[src/rtl/fma_norm_round.sv]
// Normalize/round stage of the binary32 FMA: leading-one detect and shift (stage A),
// then round-to-nearest-even, overflow/underflow handling and packing (stage B).
module fma_norm_round #(
   parameter int SIG_W = 50,
   parameter int EXP_W = 8,
   parameter int BIAS  = 127
) (
   input  logic             clk,
   input  logic             rst,
   input  logic             in_valid,
   output logic             in_ready,
   input  logic             Cout_in,
   input  logic [SIG_W-1:0] sig_in,
   input  logic [1:0]       sub_en_in,
   input  logic [EXP_W-1:0] exp_C_in,
   input  logic [EXP_W-1:0] exp_P_in,
   output logic             out_valid,
   input  logic             out_ready,
   output logic [31:0]      result,
   output logic [2:0]       flags
);
   localparam int M_W   = SIG_W + 1;
   localparam int IDX_W = $clog2(M_W);
   localparam int ET_W  = 11;
   localparam int MAN_W = 24;
   localparam int GRD   = M_W - MAN_W - 1;
   localparam logic signed [ET_W-1:0] HIDDEN_POS = ET_W'(SIG_W - 2);
   localparam logic signed [ET_W-1:0] EXP_MAX    = ET_W'(2 * BIAS + 1);
   localparam logic signed [ET_W-1:0] EXP_ZERO   = ET_W'(0);

   logic adv;
   logic out_valid_reg;
   logic [31:0] result_reg;
   logic [2:0] flags_reg;

   assign adv       = out_ready | ~out_valid_reg;
   assign in_ready  = adv;
   assign out_valid = out_valid_reg;
   assign result    = result_reg;
   assign flags     = flags_reg;

   // ---------------- stage A: leading-one detect and normalize ----------------
   logic [M_W-1:0] m_in;
   logic [M_W-1:0] m_norm;
   logic [IDX_W-1:0] lead_pos;
   logic [EXP_W-1:0] e_max;
   logic signed [ET_W-1:0] etmp_next;

   assign m_in  = {Cout_in, sig_in};
   assign e_max = (exp_P_in > exp_C_in) ? exp_P_in : exp_C_in;

   always_comb begin
      lead_pos = '0;
      for (int i = 0; i < M_W; i++) begin
         if (m_in[i]) lead_pos = IDX_W'(i);
      end
   end

   assign m_norm    = m_in << (IDX_W'(M_W - 1) - lead_pos);
   // Biased exponent of the normalized value; the hidden one sits at bit SIG_W-2 of the sum.
   assign etmp_next = $signed({{(ET_W-EXP_W){1'b0}}, e_max})
                    + $signed({{(ET_W-IDX_W){1'b0}}, lead_pos}) - HIDDEN_POS;

   logic a_valid_reg;
   logic [M_W-1:0] a_m_reg;
   logic signed [ET_W-1:0] a_etmp_reg;
   logic a_sign_reg;
   logic a_sub_reg;
   logic a_zero_reg;

   always_ff @(posedge clk or posedge rst) begin
      if (rst) begin
         a_valid_reg <= 1'b0;
         a_m_reg     <= '0;
         a_etmp_reg  <= '0;
         a_sign_reg  <= 1'b0;
         a_sub_reg   <= 1'b0;
         a_zero_reg  <= 1'b0;
      end else if (adv) begin
         a_valid_reg <= in_valid;
         if (in_valid) begin
            a_m_reg    <= m_norm;
            a_etmp_reg <= etmp_next;
            a_sign_reg <= sub_en_in[1];
            a_sub_reg  <= sub_en_in[0];
            a_zero_reg <= (m_in == '0);
         end
      end
   end

   // ---------------- stage B: round-to-nearest-even and pack ----------------
   logic [MAN_W-1:0] mant;
   logic guard;
   logic sticky;
   logic round_up;
   logic rnd_carry;
   logic [MAN_W:0] mant_rnd;
   logic [MAN_W-2:0] frac;
   logic signed [ET_W-1:0] etmp_rnd;
   logic [31:0] result_next;
   logic [2:0] flags_next;

   assign mant      = a_m_reg[M_W-1 -: MAN_W];
   assign guard     = a_m_reg[GRD];
   assign sticky    = |a_m_reg[GRD-1:0];
   assign round_up  = guard & (sticky | mant[0]);
   assign mant_rnd  = {1'b0, mant} + {{MAN_W{1'b0}}, round_up};
   assign rnd_carry = mant_rnd[MAN_W];
   // A carry out means the mantissa became exactly 2.0, so the fraction is all zeros.
   assign frac      = rnd_carry ? mant_rnd[MAN_W-1:1] : mant_rnd[MAN_W-2:0];
   assign etmp_rnd  = a_etmp_reg + $signed({{(ET_W-1){1'b0}}, rnd_carry});

   always_comb begin
      result_next = {a_sign_reg, 31'b0};
      flags_next  = 3'b000;
      if (a_zero_reg) begin
         result_next = {a_sub_reg ? 1'b0 : a_sign_reg, 31'b0};
      end else if (etmp_rnd >= EXP_MAX) begin
         result_next = {a_sign_reg, {EXP_W{1'b1}}, 23'b0};
         flags_next  = 3'b101;
      end else if (etmp_rnd <= EXP_ZERO) begin
         // Flush to zero; the value is nonzero here, so it is always inexact.
         flags_next  = 3'b011;
      end else begin
         result_next = {a_sign_reg, etmp_rnd[EXP_W-1:0], frac};
         flags_next  = {2'b00, guard | sticky};
      end
   end

   always_ff @(posedge clk or posedge rst) begin
      if (rst) begin
         out_valid_reg <= 1'b0;
         result_reg    <= '0;
         flags_reg     <= '0;
      end else if (adv) begin
         out_valid_reg <= a_valid_reg;
         if (a_valid_reg) begin
            result_reg <= result_next;
            flags_reg  <= flags_next;
         end
      end
   end
endmodule

[config.mk]
export PLATFORM = sky130hd
export DESIGN_NAME = fma_norm_round
export DESIGN_NICKNAME = d
export VERILOG_FILES = /design/src/rtl/fma_norm_round.sv
export SDC_FILE = /design/constraint.sdc
export NUM_CORES = 1
export LEC_CHECK = 0
export BUFFER_PORTS_ARGS = -buffer_cell sky130_fd_sc_hd__buf_2
export CAP_MARGIN = 25
export CORE_MARGIN = 2
export CORE_UTILIZATION = 50
export DETAILED_ROUTE_END_ITERATION = 6
export GPL_TIMING_DRIVEN = 0
export HOLD_SLACK_MARGIN = 0.03
export PLACE_DENSITY = 0.72
export SYNTH_ARGS = -nofsm -noshare
export SYNTH_HDL_FRONTEND = slang
export SYNTH_SLANG_ARGS = --single-unit
[constraint.sdc]
create_clock -name clk -period 4.8 [get_ports clk]
set_clock_uncertainty 0.05 [all_clocks]
set_input_delay 0.24 -clock clk [delete_from_list [all_inputs] [get_ports clk]]
set_output_delay 0.24 -clock clk [all_outputs]
set_load 0.02 [all_outputs]
==> out/results.tsv, run 1 <==
stage	metric	value	unit
clocking	CTS buffer count	9	
global_route	Global Route Usage Sum	0.320	
floorplanning	die width	137	microns
clocking	clock network latency to the later pin of the worst-skew pair	0.36	ns
setup_path	critical setup path kind	in2reg	
floorplanning	Top Ports	110	
setup_path	crit end category	register	
sta	Final setup violation count	0	
sta	Slew @ Worst Pin	0.956	ns
setup_path	R2R Path Start	a_m_reg[12]$_DFFE_PP0P_	
setup_path	Critical Path Source	sig_in[12]	
setup_path	cell count of the worst reg-to-reg path	24	
clocking	total clock sinks	101	
finish	nets	1201	
synth	Syn Nets	1076	
sta	Max Freq	0.219	GHz
setup_path	worst path arrival time	4.80	ns
placement	Cells after DPL	1302	
synth	count of flip-flops with a built-in enable after synthesis	0	
setup_path	Startpoint Class	input pin	
job	max cap viols	0	
route	via count	8905	
route	initial DRC count	868	
floorplanning	Row Count	48	
global_route	first-pass GRT wire length	46200	microns
synth	post-synthesis instance total	975	
synth	leading area contributor after synthesis	dfrtp_1	
route	TritonRoute pass-1 iters	6	
global_route	vias in the first global route	8260	
hold_path	worst min path class	in2reg	
clocking	H-tree Lvls	3	
sta	post-layout minimum cycle time	4.58	ns
floorplanning	die area	18900	sq um
setup_path	r2r endpoint	result[2]$_DFFE_PP0P_	
route	DRC	0	
clocking	buffer levels on the longest clock path	2	
placement	DP HPWL	22800	microns
synth	top post-synthesis cells by count	nand2_1 (165), dfrtp_1 (101), o21ai_0 (58), mux4_2 (57), mux2i_1 (56)	
synth	cell area after synthesis	8900	sq um
placement	placer congestion estimate	1.05	
synth	Ys Warns	0	
route	final antenna-violating net count	0	
finish	proportion of layout cells with a drive suffix above 1	0.248	
floorplanning	DIE HEIGHT	137	microns
route	Routed WL	29800	microns
finish	antenna fix cells	0	
hold_path	Worst Min Path Start	out_ready	
hold_path	worst hold stages	3	
synth	most common cell in the netlist	nand2_1	
pwr	internal power	2400	uW
synth	Synth top area share	0.284	
setup_path	worst path required time	5.02	ns
synth	Synth Area per Inst	9.13	sq um
finish	Area Growth Syn to Fin	16.4	%
synth	register area share after synthesis	0.284	
global_route	initial antenna violation count	0	
finish	max reg flops	51	
pwr	Peak supply drop	0.313	mV
sta	Slew Limit Headroom	0.358	
pwr	power per cell area	393	nW/um^2
hold_path	WHS Endpoint	out_valid$_DFFE_PP0N_	
synth	Post-synth ARST share	1.00	
pwr	switching share of power	0.411	
synth	top cells by area, synth	dfrtp_1 (28%), mux4_2 (14%), nand2_1 (7.0%), mux2i_1 (6.3%), ha_1 (3.8%)	
synth	number of distinct library cells after synthesis	81	
setup_path	worst reg-to-reg setup slack	0.28	ns
route	drt wl/cell	22.4	microns
sta	final setup margin	0.225	ns
pwr	Seq pwr share	0.334	
sta	fin crit share	0.953	
pwr	clock power share	0.214	
finish	non-filler instance count after layout	1330	
floorplanning	Placeable Area	17400	sq um
placement	Setup WS pre-CTS	-1.55	ns
synth	Synth Flop Type	dfrtp_1	
global_route	GRT overflow	0	
floorplanning	Initial Util	0.513	
run_status	outcome	finished clean	
global_route	largest net degree at the start of global routing	73	
placement	I/O Buffers	101	
sta	Max Slew Vio Count	0	
clocking	CTS tree	built	
clocking	Root Driver	clkbuf_16	
pwr	sw power	1670	uW
clocking	clock slew at reported path FFs	0.07	ns
route	Via density	6.70	
pwr	static leakage	0.00455	uW
sta	Hold Vio Cnt, Final	0	
pwr	combinational power share	0.452	
setup_path	worst-path fanout max	11	
synth	number of synthesized register bits	101	
==> timing repair <==
action / in CTS / in global routing
resized for setup: 20 / 32
hold endpoints to repair: 31 / 0
gates cloned: 0 / 1
hold buffers: 3 / 0
pin swaps: 3 / 9
setup endpoints to repair: 73 / 65
setup buffers: 3 / 6
==> layout make-up <==
| class | instances | area, sq um |
|---|---|---|
| fill | 1521 | 7000 |
| buffer | 57 | 308 |
| multi-input combinational | 786 | 6130 |
| sequential | 101 | 2530 |
| timing repair buffer | 114 | 631 |
| tap | 225 | 282 |
| inverter | 31 | 125 |
| clock buffer | 10 | 239 |
| clock inverter | 6 | 116 |
==> stage by stage <==
step                hold slack (ns)  cell area [sq um]  utilization  total power (uW)  setup TNS (ns)
floorplan                     0.295               8900            -              2500               0
global placement              0.384               9690        0.558              3040          -58.66
detailed placement            0.213               9720        0.560              3080          -64.13
CTS                           0.282              10200        0.587              3970         -0.0110
global route                  0.310              10400        0.597              4270          -0.284
finish                        0.297              10400        0.597              4070               0
==> layout by cell type, fill, tap and decap left out, drive strengths merged, types with 17 or more instances in the layout <==
cell	instances
a21oi	45
a22o	17
buf	140
clkbuf	38
dfrtp	101
ha	27
inv	32
mux2i	56
mux4	57
nand2	166
nand3	44
nor2	52
nor3	21
nor4	26
o21ai	63
==> worst max-delay path: stages <==
cell and delay [ns]:
buf_2 0.15, or3_1 0.39, a221oi_2 0.21, o21ai_1 0.14, a221oi_2 0.42, o21ai_4 0.22
inv_4 0.18, buf_4 0.24, clkbuf_4 0.27, ha_4 0.19, inv_1 0.07, nand3_1 0.21
nand2_1 0.14, buf_2 0.26, buf_2 0.23, o31ai_2 0.60, o21ai_0 0.36, o221ai_1 0.26
==> cell families after synthesis <==
| group | share of synthesized area |
|---|---|
| muxes | 0.217 |
| and+or+nand+nor | 0.198 |
| adders and majority gates | 0.0402 |
| buffers and inverters | 0.0452 |
| xor gates and xnor gates | 0.0315 |
| AOI/OAI and AO/OA | 0.184 |
| DFF | 0.284 |
==> power groups by stage <==
stage          Clock, uW  Combinational, uW  Sequential, uW
3_5_place_dp           0               1720            1360
2_1_floorplan          0               1050            1450
4_1_cts              868               1760            1350
6_report             870               1840            1360
3_3_place_gp           0               1690            1350
5_1_grt              905               1970            1390
==> worst max path at each step <==
stage                                    endpoint  slack, ns  cells past startpoint
after floorplan           a_m_reg[37]$_DFFE_PP0P_       0.25                     17
after global placement    a_m_reg[50]$_DFFE_PP0P_      -1.52                     20
after detailed placement  a_m_reg[46]$_DFFE_PP0P_      -1.55                     19
after CTS                 a_m_reg[46]$_DFFE_PP0P_      -0.01                     18
after global routing        result[4]$_DFFE_PP0P_      -0.05                     25
final                     a_m_reg[44]$_DFFE_PP0P_       0.22                     18
==> layer usage <==
layer,GRT usage,share of wire,up-vias
met5,0,0,-
met4,0.143,0.049,0
met3,0.0541,0.10,116
met2,0.505,0.46,619
met1,0.432,0.39,4194
li1,-,-,3976
No activity file was read; power rests on OpenSTA's default activity.
==> run 2, diff against run 1 <==
- CTS_CLUSTER_DIAMETER: unset -> 50
- GPL_ROUTABILITY_DRIVEN: unset -> 0
- PLACE_DENSITY: 0.72 -> 0.74
==> run 2 against run 1 <==
Compared with the run above: total power shrank 3.4%; critical path type unchanged; maximum frequency shrank 1.1%; die area is the same; first-iteration DRC count grew 24%; non-clock buffer count shrank 1; largest power group unchanged; count of clock-buffer cells in the layout is the same.
==> out/results.tsv, run 2 (synthesized netlist as in run 1, its figures left out) <==
stage	metric	value	unit
clocking	CTS tree	built	
route	DRC	0	
setup_path	worst-path fanout max	11	
floorplanning	Placeable Area	17400	sq um
clocking	clock slew at reported path FFs	0.07	ns
global_route	initial antenna violation count	1	
sta	Max Slew Vio Count	0	
floorplanning	die area	18900	sq um
sta	Slew @ Worst Pin	0.952	ns
clocking	CTS buffer count	9	
finish	max reg flops	51	
finish	most frequent cells in the layout	nand2_1 (163), buf_2 (117), dfrtp_1 (101), mux4_2 (57), mux2i_1 (55)	
placement	DP HPWL	22400	microns
setup_path	critical setup path kind	in2reg	
route	via count	9001	
sta	RSZ-0062 raised after global routing	false	
global_route	vias in the first global route	8214	
clocking	H-tree Lvls	3	
floorplanning	Row Count	48	
job	max cap viols	0	
sta	fin crit share	0.964	
route	final antenna-violating net count	0	
finish	commonest non-fill, non-tap cell in the layout	nand2_1	
sta	Max Freq	0.216	GHz
floorplanning	Initial Util	0.513	
sta	Slew Limit Headroom	0.361	
setup_path	crit end category	register	
route	initial DRC count	1080	
route	drt wl/cell	22.1	microns
sta	post-layout minimum cycle time	4.63	ns
pwr	Peak supply drop	0.271	mV
pwr	power per cell area	382	nW/um^2
floorplanning	Top Ports	110	
finish	nets	1200	
floorplanning	DIE HEIGHT	137	microns
floorplanning	die width	137	microns
route	TritonRoute pass-1 iters	6	
placement	Placed Area	9720	sq um
setup_path	Startpoint Class	input pin	
finish	Area Growth Syn to Fin	15.4	%
run_status	outcome	finished clean	
finish	proportion of layout cells with a drive suffix above 1	0.243	
global_route	largest net degree at the start of global routing	60	
finish	design area	10300	sq um
clocking	buffer levels on the longest clock path	2	
clocking	total clock sinks	101	
route	Via density	6.77	
pwr	static leakage	0.00453	uW
clocking	clock network latency to the later pin of the worst-skew pair	0.35	ns
setup_path	worst path required time	4.99	ns
sta	TNS Setup	0	ns
sta	Final setup violation count	0	
placement	I/O Buffers	101	
global_route	Global Route Usage Sum	0.318	
clocking	Root Driver	clkbuf_16	
global_route	GRT overflow	0	
hold_path	worst min path class	in2reg	
setup_path	worst path arrival time	4.82	ns
global_route	first-pass GRT wire length	45900	microns
sta	Hold Vio Cnt, Final	0	
route	Routed WL	29400	microns
run 2: cell count changes in the layout (fill, tap and decap cells not counted), moves of 2 or more:
cell,delta
ha_2,-2
bufinv_16,-2
ha_1,+2
inv_6,-2
a221oi_2,-2
o21ai_0,-2
clkbuf_2,+2
clkbuf_4,-3
buf_4,-2
clkinv_2,+3
o21ai_1,+2
run 2: worst max-delay path, stage by stage:
cell,delay (ns)
buf_2,0.15
or3_1,0.36
a221oi_1,0.29
o21ai_1,0.17
a221oi_4,0.38
o21ai_4,0.22
inv_4,0.18
buf_4,0.24
buf_2,0.30
ha_4,0.30
clkinv_1,0.19
buf_2,0.33
mux4_2,0.59
mux4_2,0.55
a221o_1,0.31
run 2: where the power goes:
group	switching, uW	internal, uW
Combinational	1090	745
Sequential	238	1120
Clock	319	417
Total	1650	2280
run 2: area by class of cell:
class	instances	area [sq um]
flip-flops and latches	101	2530
clock inverters	6	62.6
multi-input cells	786	6120
repair buffers	113	623
plain buffers	57	307
fillers	1529	7080
clock buffers	10	239
well taps	225	282
inverters	31	121
diodes	1	2.50
run 2: layer usage:
metal  GRT usage  wire length [microns]
met5           0                      0
met4       0.145                   1430
met3      0.0460                   3160
met2       0.506                  13500
met1       0.432                  11400
run 2: worst paths after layout:
path / depth (start not counted) / from / to / slack [ns]
worst min-delay path: 3 / out_ready / out_valid$_DFFE_PP0N_ / 0.31
min in group asynchronous: 3 / rst / result[25]$_DFFE_PP0P_ / 0.45
max in group asynchronous: 4 / rst / a_m_reg[14]$_DFFE_PP0P_ / 3.58
worst min register to register: 2 / result[21]$_DFFE_PP0P_ / result[21]$_DFFE_PP0P_ / 0.43
worst max-delay path: 15 / sig_in[12] / a_m_reg[40]$_DFFE_PP0P_ / 0.17
worst max register to register: 25 / a_m_reg[8]$_DFFE_PP0P_ / result[4]$_DFFE_PP0P_ / 0.26
run 2: through the flow:
| stage | power [uW] | worst slack [ns] | hold slack (ns) | utilization | instances |
|---|---|---|---|---|---|
| CTS | 3840 | 0.0469 | 0.286 | 0.584 | 1323 |
| global placement | 3030 | -1.45 | 0.384 | 0.558 | 1301 |
| global route | 4140 | 0.00215 | 0.320 | 0.592 | 1330 |
| finish | 3930 | 0.172 | 0.310 | 0.592 | 1330 |
| detailed placement | 3080 | -1.54 | 0.290 | 0.560 | 1302 |
| floorplan | 2500 | 0.248 | 0.295 | - | 975 |
run 2: repair_timing:
item                                    4_1_cts  5_1_grt
pin swaps                                     3        8
hold endpoints to repair                     44        0
hold buffers                                  3        0
gates cloned                                  0        2
endpoints found under the setup margin       73       54
gates resized for setup                      20       27
setup buffers                                 3        4
==> run 3, diff against run 2 <==
- CORE_ASPECT_RATIO: unset -> 0.9
==> run 3 against run 2 <==
Compared with the run above: sequential power barely moved; sequential cell count did not move; design area fell by 1.0%; global-route usage fell by 0.68 points; maximum frequency fell by 1.5%; critical path depth rose by 3; count of clock-buffer cells in the layout rose by 1; final cell count rose by 0.60%.
==> out/results.tsv, run 3 (synthesized netlist as in run 1, its figures left out) <==
stage	metric	value	unit
pwr	power per cell area	375	nW/um^2
hold_path	worst min path class	in2reg	
global_route	vias in the first global route	8071	
sta	Final setup violation count	0	
sta	Slew Limit Headroom	0.381	
floorplanning	die area	18900	sq um
global_route	largest net degree at the start of global routing	71	
floorplanning	DIE HEIGHT	131	microns
floorplanning	die width	145	microns
pwr	Peak supply drop	0.204	mV
pwr	internal power	2200	uW
clocking	clock network latency to the later pin of the worst-skew pair	0.35	ns
setup_path	critical setup path kind	in2reg	
finish	Fill cells	1550	
placement	DP HPWL	22400	microns
pwr	sw power	1620	uW
pwr	combinational power share	0.476	
route	Via density	6.63	
clocking	Root Driver	clkbuf_16	
clocking	clock slew at reported path FFs	0.06	ns
setup_path	crit end category	register	
finish	antenna fix cells	0	
sta	Slew @ Worst Pin	0.921	ns
route	final antenna-violating net count	0	
setup_path	worst-path fanout max	11	
pwr	Seq pwr share	0.355	
global_route	Global Route Usage Sum	0.311	
clocking	H-tree Lvls	3	
finish	proportion of layout cells with a drive suffix above 1	0.236	
pwr	clock power share	0.169	
setup_path	worst path arrival time	4.87	ns
setup_path	CP max stage delay	0.53	ns
sta	fin crit share	0.978	
finish	non-filler instance count after layout	1338	
floorplanning	Placeable Area	17600	sq um
placement	Cells after DPL	1317	
sta	Max Freq	0.213	GHz
route	DRC	0	
finish	max reg flops	51	
setup_path	Startpoint Class	input pin	
run_status	outcome	finished clean	
placement	I/O Buffers	101	
sta	RSZ-0062 raised after global routing	true	
clocking	total clock sinks	101	
pwr	overall power	3820	uW
placement	Placed Area	9740	sq um
clocking	CTS buffer count	9	
finish	commonest non-fill, non-tap cell in the layout	nand2_1	
route	via count	8871	
route	TritonRoute pass-1 iters	6	
route	Routed WL	28800	microns
clocking	buffer levels on the longest clock path	2	
global_route	first-pass GRT wire length	45100	microns
global_route	initial antenna violation count	0	
finish	most frequent cells in the layout	nand2_1 (164), buf_2 (116), dfrtp_1 (101), mux4_2 (57), o21ai_0 (55)	
finish	nets	1196	
pwr	static leakage	0.00447	uW
setup_path	worst path cell trace	buf_2 > or3_1 > a221oi_1 > o21ai_1 > a221oi_2 > o21ai_4 > inv_4 > buf_4 > clkbuf_4 > ha_2 > buf_2 > buf_4 > clkbuf_2 > and3_1 > o21ai_1 > o41ai_1 > a31oi_1 > nand3_1	
pwr	switching share of power	0.424	
finish	Area Growth Syn to Fin	14.3	%
setup_path	CP max-delay cell	o21ai_1	
floorplanning	Initial Util	0.507	
floorplanning	Row Count	46	
finish	design area	10200	sq um
route	initial DRC count	888	
global_route	GRT overflow	0	
floorplanning	Top Ports	110	
sta	post-layout minimum cycle time	4.70	ns
job	max cap viols	0	
sta	Max Slew Vio Count	0	
clocking	CTS tree	built	
sta	Hold Vio Cnt, Final	0	
route	drt wl/cell	21.5	microns
setup_path	worst path required time	4.97	ns
## run 3: worst max-delay path, delay by kind of cell
family / cells / cell delay (ns)
buffers and inverters: 7 / 1.55
AO/OA/AOI/OAI: 7 / 1.98
AND/OR/NAND/NOR: 3 / 0.70
adder cells (fa/ha/maj): 1 / 0.39
## run 3: layout make-up
| class | count | area (sq um) | area share |
|---|---|---|---|
| Multi-Input combinational cell | 786 | 6080 | 0.598 |
| Sequential cell | 101 | 2530 | 0.248 |
| Timing Repair Buffer | 109 | 588 | 0.0578 |
| Buffer | 57 | 303 | 0.0298 |
| Tap cell | 240 | 300 | 0.0295 |
| Clock buffer | 11 | 233 | 0.0229 |
| Inverter | 31 | 125 | 0.0123 |
| Clock inverter | 3 | 15.0 | 0.00148 |
## run 3: what timing repair did
item,4_1_cts,5_1_grt
gates cloned,0,1
setup buffers,3,3
pin swaps,2,5
hold buffers,1,0
resized for setup,18,27
endpoints found under the hold margin,31,0
setup endpoints to repair,73,51
## run 3: path summary, 6_finish.rpt
kind / slack [ns] / start / endpoint / depth (start not counted)
setup / recovery: 0.10 / sig_in[12] / a_m_reg[50]$_DFFE_PP0P_ / 18
hold reg to reg: 0.42 / flags[0]$_DFFE_PP0P_ / flags[0]$_DFFE_PP0P_ / 2
hold / removal: 0.04 / sub_en_in[1] / a_sign_reg$_DFFE_PP0P_ / 3
max in group asynchronous: 3.65 / rst / a_m_reg[35]$_DFFE_PP0P_ / 4
setup reg to reg: 0.26 / a_m_reg[12]$_DFFE_PP0P_ / result[4]$_DFFE_PP0P_ / 25
min in group asynchronous: 0.39 / rst / result[25]$_DFFE_PP0P_ / 3
## run 3: routing by layer
layer	GRT usage	up-vias	wire (microns)
li1	-	3952	-
met1	0.441	4160	11600
met2	0.471	652	12600
met3	0.0543	107	3280
met4	0.140	0	1390
met5	0	-	0
## run 3: power groups by stage
stage / Clock (uW) / Sequential, uW / Combinational [uW]
2_1_floorplan: 0 / 1450 / 1050
3_3_place_gp: 0 / 1350 / 1680
5_1_grt: 684 / 1400 / 1950
4_1_cts: 643 / 1350 / 1740
6_report: 644 / 1360 / 1820
3_5_place_dp: 0 / 1360 / 1720
## run 3: metrics by stage
stage	worst slack (ns)	utilization	setup TNS (ns)	hold WS, ns
finish	0.103	0.580	0	0.0391
global route	-0.0565	0.580	-0.214	0.0487
CTS	0.000617	0.574	0	0.0414
detailed placement	-1.60	0.555	-59.42	0.218
global placement	-1.51	0.553	-56.25	0.392
floorplan	0.248	-	0	0.295
